### src/rtl/rr4_arbiter.sv
// Four-requester round-robin arbiter with break-before-make grant handover.
// Optional hold timeout is enabled by defining RR4_ARB_TIMEOUT_EN.
module rr4_arbiter #(
    parameter int MAX_HOLD = 8
) (
    input  logic       clock,
    input  logic       reset,
    input  logic [3:0] req,
    input  logic       rel,
    output logic [1:0] gnt_idx,
    output logic       gnt_en,
    output logic [7:0] busy_cnt
);

    typedef enum logic {
        S_IDLE  = 1'b0,
        S_GRANT = 1'b1
    } state_t;

`ifdef RR4_ARB_TIMEOUT_EN
    localparam bit LP_TMO_EN = 1'b1;
`else
    localparam bit LP_TMO_EN = 1'b0;
`endif
    localparam logic [7:0] LP_LAST = 8'(MAX_HOLD - 1);

    state_t     r_state;
    logic [1:0] r_gnt_idx;
    logic       r_gnt_en;
    logic [7:0] r_busy;
    logic [1:0] r_last;

    state_t     w_nstate;
    logic [1:0] w_gnt_idx;
    logic       w_gnt_en;
    logic [7:0] w_busy;
    logic [1:0] w_last;
    logic [1:0] w_pick;
    logic [1:0] w_cand;
    logic       w_found;
    logic       w_hold;
    logic       w_tmo;

    // Scan from last+1 around to last; first requester found wins.
    always_comb begin
        w_pick  = r_last;
        w_found = 1'b0;
        w_cand  = r_last;
        for (int k = 1; k <= 4; k++) begin
            w_cand = r_last + 2'(k);
            if (!w_found && req[w_cand]) begin
                w_pick  = w_cand;
                w_found = 1'b1;
            end
        end
    end

    assign w_hold = req[r_gnt_idx] && !rel;
    assign w_tmo  = LP_TMO_EN && (r_busy == LP_LAST);

    always_comb begin
        w_nstate  = r_state;
        w_gnt_idx = r_gnt_idx;
        w_gnt_en  = r_gnt_en;
        w_busy    = r_busy;
        w_last    = r_last;
        case (r_state)
            S_IDLE: begin
                if (w_found) begin
                    w_nstate  = S_GRANT;
                    w_gnt_idx = w_pick;
                    w_gnt_en  = 1'b1;
                    w_last    = w_pick;
                    w_busy    = 8'd0;
                end
            end
            S_GRANT: begin
                if (w_hold && !w_tmo) begin
                    if (r_busy != 8'hFF) begin
                        w_busy = r_busy + 8'd1;
                    end
                end else begin
                    w_nstate = S_IDLE;
                    w_gnt_en = 1'b0;
                    w_busy   = 8'd0;
                end
            end
            default: begin
                w_nstate = S_IDLE;
                w_gnt_en = 1'b0;
                w_busy   = 8'd0;
            end
        endcase
    end

    always_ff @(posedge clock) begin
        if (reset) begin
            r_state   <= S_IDLE;
            r_gnt_idx <= 2'b00;
            r_gnt_en  <= 1'b0;
            r_busy    <= 8'd0;
            r_last    <= 2'b11;
        end else begin
            r_state   <= w_nstate;
            r_gnt_idx <= w_gnt_idx;
            r_gnt_en  <= w_gnt_en;
            r_busy    <= w_busy;
            r_last    <= w_last;
        end
    end

    assign gnt_idx  = r_gnt_idx;
    assign gnt_en   = r_gnt_en;
    assign busy_cnt = r_busy;

endmodule
### config.mk
export PLATFORM = sky130hd
export DESIGN_NAME = rr4_arbiter
export DESIGN_NICKNAME = d
export VERILOG_FILES = /design/src/rtl/rr4_arbiter.sv
export SDC_FILE = /design/constraint.sdc
export NUM_CORES = 1
export LEC_CHECK = 0
export ABC_CLOCK_PERIOD_IN_PS = 1500
export CAP_MARGIN = 20
export CORE_UTILIZATION = 44
export CTS_CLUSTER_DIAMETER = 200
export DETAILED_ROUTE_END_ITERATION = 6
export PLACE_DENSITY_LB_ADDON = 0.25
export SETUP_SLACK_MARGIN = 0.5
export SYNTH_ARGS = -nofsm -noshare
export SYNTH_HDL_FRONTEND = slang
export SYNTH_SLANG_ARGS = --single-unit
### constraint.sdc
create_clock -name clock -period 1.5 [get_ports clock]
set_clock_uncertainty 0.2 [all_clocks]
set_input_delay 0.225 -clock clock [delete_from_list [all_inputs] [get_ports clock]]
set_output_delay 0.225 -clock clock [all_outputs]
set_load 0.005 [all_outputs]
==> impl_summary.log <==
[metrics] top-level I/O count: 18
[metrics] setup tns final: -1.28 ns
[metrics] Fmax: 596 MHz
[metrics] setup violators final: 12
[metrics] sequential fraction of the synthesis area: 33.5%
[metrics] unrepaired setup endpoints after global routing: yes
[metrics] XOR/XNOR share of the synthesized area: 0%
[metrics] Die Y: ~46 µm
[metrics] post-synthesis average cell area: 8.46 µm²
[metrics] drc violations: 0
[metrics] global-route wire length before repair: about 4.2 mm
[metrics] yosys synthesis warning count: 0
[metrics] area share of fa/ha/maj cells after synthesis: between 1 and 1.5%
[metrics] TritonCTS clock tree: done
[metrics] main combinational cell family by area after synthesis: compound AO/OA/AOI/OAI gates
[metrics] Clock transition at path regs: about 0.090 ns
[metrics] area of the core: 1750 µm²
[metrics] Max rail drop VDD: 0.000505 V
[metrics] antenna viol nets, final: 0
[metrics] setup slack of the critical path after layout: -0.177 ns
[metrics] Register-to-Register Setup Slack: -0.18 ns
[metrics] fin crit share: 112%
[metrics] buffers added on ports: 17
[metrics] average detailed-routed wire length per instance: approximately 15 µm
[metrics] share of the synthesized area in the top cell type: about 33%
[metrics] cell leakage power: between 0.5 and 0.6 nW
[metrics] cell area after synthesis: 837 µm²
[metrics] Total Die Area: 2080 µm²
[metrics] total wire length after detailed routing: about 2.7 mm
[metrics] grt total ovfl: 0
[metrics] class of the tightest hold or removal check: in2reg
[metrics] clock network latency to the later pin of the worst-skew pair: about 0.28 ns
[metrics] dominant cell by count in the synthesized netlist: dfxtp_1
[metrics] run status: finished with violations
[metrics] Async SR Flop Fraction: 0%
[metrics] crit path kind: reg2reg
[metrics] worst hold margin: roughly 0.28 ns
[metrics] internal power of the cells: about 0.63 mW
[metrics] # diodes: 0
[metrics] number of vias per cell after detailed routing: 5.66
[metrics] total nets after synthesis: between 100 and 150
[metrics] violations in the final reports: setup timing
[metrics] Tmin final: 1.68 ns
[metrics] share of total power consumed by net switching: between 20% and 30%
[metrics] Maximum Capacitance Violations: 0
[metrics] most used flip-flop cell after synthesis: dfxtp_1
[metrics] layout-stage area growth over the synthesis result: 75.6%
[metrics] sequential cell fraction of total power: roughly 47%
[metrics] data arrival time of the critical path: roughly 1.7 ns
[metrics] complex-gate fraction of the synthesized area: ~29%
[metrics] power density over cell area: 599 nW/µm²
[metrics] overall die width: between 40 and 50 µm
[metrics] Initial DRT Pass Iterations: 4
[metrics] clock tree sinks: 14
[metrics] number of buffers on the longest clock path: 2
[metrics] startpoint type of the worst setup path: register
[metrics] cts bufs inserted: 3
[metrics] number of flip-flops and latches in the synthesized netlist: 14
[metrics] most frequent cells after synthesis: dfxtp_1 (14), o211ai_1 (9)
[metrics] multiplexer share of the synthesized area: around 8.4%
[metrics] type of destination of the critical path: register
[metrics] worst-margin pin slew: roughly 0.32 ns
[metrics] initial DRC count: 31
[metrics] fraction of final layout cells with drive strength greater than 1: 56.6%
[metrics] Req. time, crit path: between 1 and 1.5 ns
[metrics] part of the power in the clock network: around 24%
[metrics] total of fill cells in the finished design: between 100 and 150
[metrics] number of hold-slack violations in the final timing report: 0
[metrics] worst slew margin relative to its limit: 78.8%
[metrics] Gate Count Post-Synth: between 90 and 100
[metrics] synth unique cells: 36
[metrics] number of flops mapped to enable cells by yosys: 0
[metrics] Vias: 1,002
[metrics] number of max-slew violations in the final report: 0
[metrics] Max H-tree Level: 1
[metrics] biggest fanout along the worst timing path: 7
[metrics] cell taking the most area after synthesis: dfxtp_1
[metrics] global-route usage over all layers: between 20 and 30%
[metrics] antenna violations before repair: 0
[metrics] row count: 15
[metrics] Switch Pwr: roughly 0.26 mW
[metrics] root buffer cell: clkbuf_4
[metrics] pin count of the biggest net entering global routing: 9
[metrics] vias in the first global route: ~940
[metrics] HPWL reported at the end of detailed placement: ~1.8 mm
[metrics] GP Congestion: a little under 0.9
[metrics] ranking of synthesized cells by area: dfxtp_1 (33%), mux2i_1 (8.4%), o211ai_1 (8.1%)
[metrics] Initial Utilization: 48.0%
[metrics] Simple-Gate Fraction of Synth Area: roughly 22%
[metrics] final core area utilization: 84.2%
[metrics] portion of total power attributed to combinational logic: about 29%
[metrics] nets@finish: ~160
-- flip-flops by register name, summed over array words and instances, names as in the netlist --
name      flops
gnt_en        1
r_last        2
r_state       1
busy_cnt      8
gnt_idx       2
-- critical path, cell delays in order, from the launching register on --
cell and delay, ns:
dfxtp_2 0.33, or3b_4 0.38, o22ai_4 0.23, buf_6 0.17
nand3b_1 0.09, o22ai_1 0.19
-- per-layer routing --
| metal | share of wire [%] | wire, µm | vias up | global-route usage, % |
|---|---|---|---|---|
| met2 | 53 | 1430 | 41 | 50.0 |
| li1 | - | - | 482 | - |
| met5 | 0 | 0 | - | 0 |
| met4 | 2.6 | 70 | 0 | 15.2 |
| met1 | 39 | 1050 | 469 | 33.3 |
| met3 | 4.9 | 131 | 10 | 2.78 |
-- cell families after synthesis --
| kind of cell | Yosys count |
|---|---|
| and+or+nand+nor | 33 |
| muxes | 7 |
| AOI/OAI and AO/OA | 33 |
| buffers and inverters | 11 |
| adders and majority gates | 1 |
| DFF | 14 |
-- stage by stage --
stage	worst slack, ns	std cells	cell area, µm²	total power, mW
after floorplan	-0.0977	99	848	0.520
after global placement	-0.526	167	1250	0.604
after detailed placement	-0.593	167	1250	0.612
after CTS	-0.154	174	1400	0.850
after global routing	-0.243	177	1470	0.921
final	-0.177	177	1470	0.881
-- repair_timing --
item	4_1_cts	5_1_grt
hold endpoints to repair	0	0
pin swaps	10	5
hold buffers	0	0
buffers inserted	4	3
gates resized for setup	97	15
setup endpoints to repair	25	25
-- final cells by class --
class	count	area [µm²]	area share [%]
clock buffer	3	22.5	1.53
inverter	7	30.0	2.04
multi-input combinational	74	593	40.3
sequential	14	305	20.8
tap	25	31.3	2.13
timing repair buffer	54	488	33.2
-- power groups by stage --
stage / registers (mW) / clock network, mW / logic (mW)
floorplan: 0.421 / 0 / 0.0989
global placement: 0.418 / 0 / 0.186
detailed placement: 0.420 / 0 / 0.192
CTS: 0.414 / 0.214 / 0.222
global route: 0.419 / 0.234 / 0.268
finish: 0.415 / 0.214 / 0.251
-- cell usage in the layout (no fill, tap or decap), drive strengths merged --
master         netlist  layout
a211oi               3       3
nor3                 3       3
o221a                1       1
mux2i                7       7
or4                  1       1
nor2                 8       8
o22ai                3       3
a31oi                1       1
dfxtp               14      14
nand3b               2       2
nand4                2       2
nor2b                1       1
clkdlybuf4s15        0       1
and3                 2       2
o211ai               9       9
nand2                7       7
clkbuf               1       3
a21oi                7       7
dlygate4sd2          0       1
buf                  3      51
o21a                 1       1
and2                 3       3
inv                  7       6
a211o                1       1
o21ai                5       5
ha                   1       1
o2111ai              1       1
clkdlybuf4s50        0       1
o32ai                1       1
or3b                 1       1
nand2b               2       2
clkinvlp             0       1
nand3                1       1
-- final timing paths --
| kind | start | end | depth (start not counted) |
|---|---|---|---|
| setup / recovery | r_state | busy_cnt[1] | 5 |
| hold / removal | req[2] | r_last[1] | 4 |
| setup reg to reg | r_state | busy_cnt[1] | 5 |
| hold reg to reg | r_last[1] | r_last[1] | 1 |
Note: power is estimated with default switching activity, not from simulation.
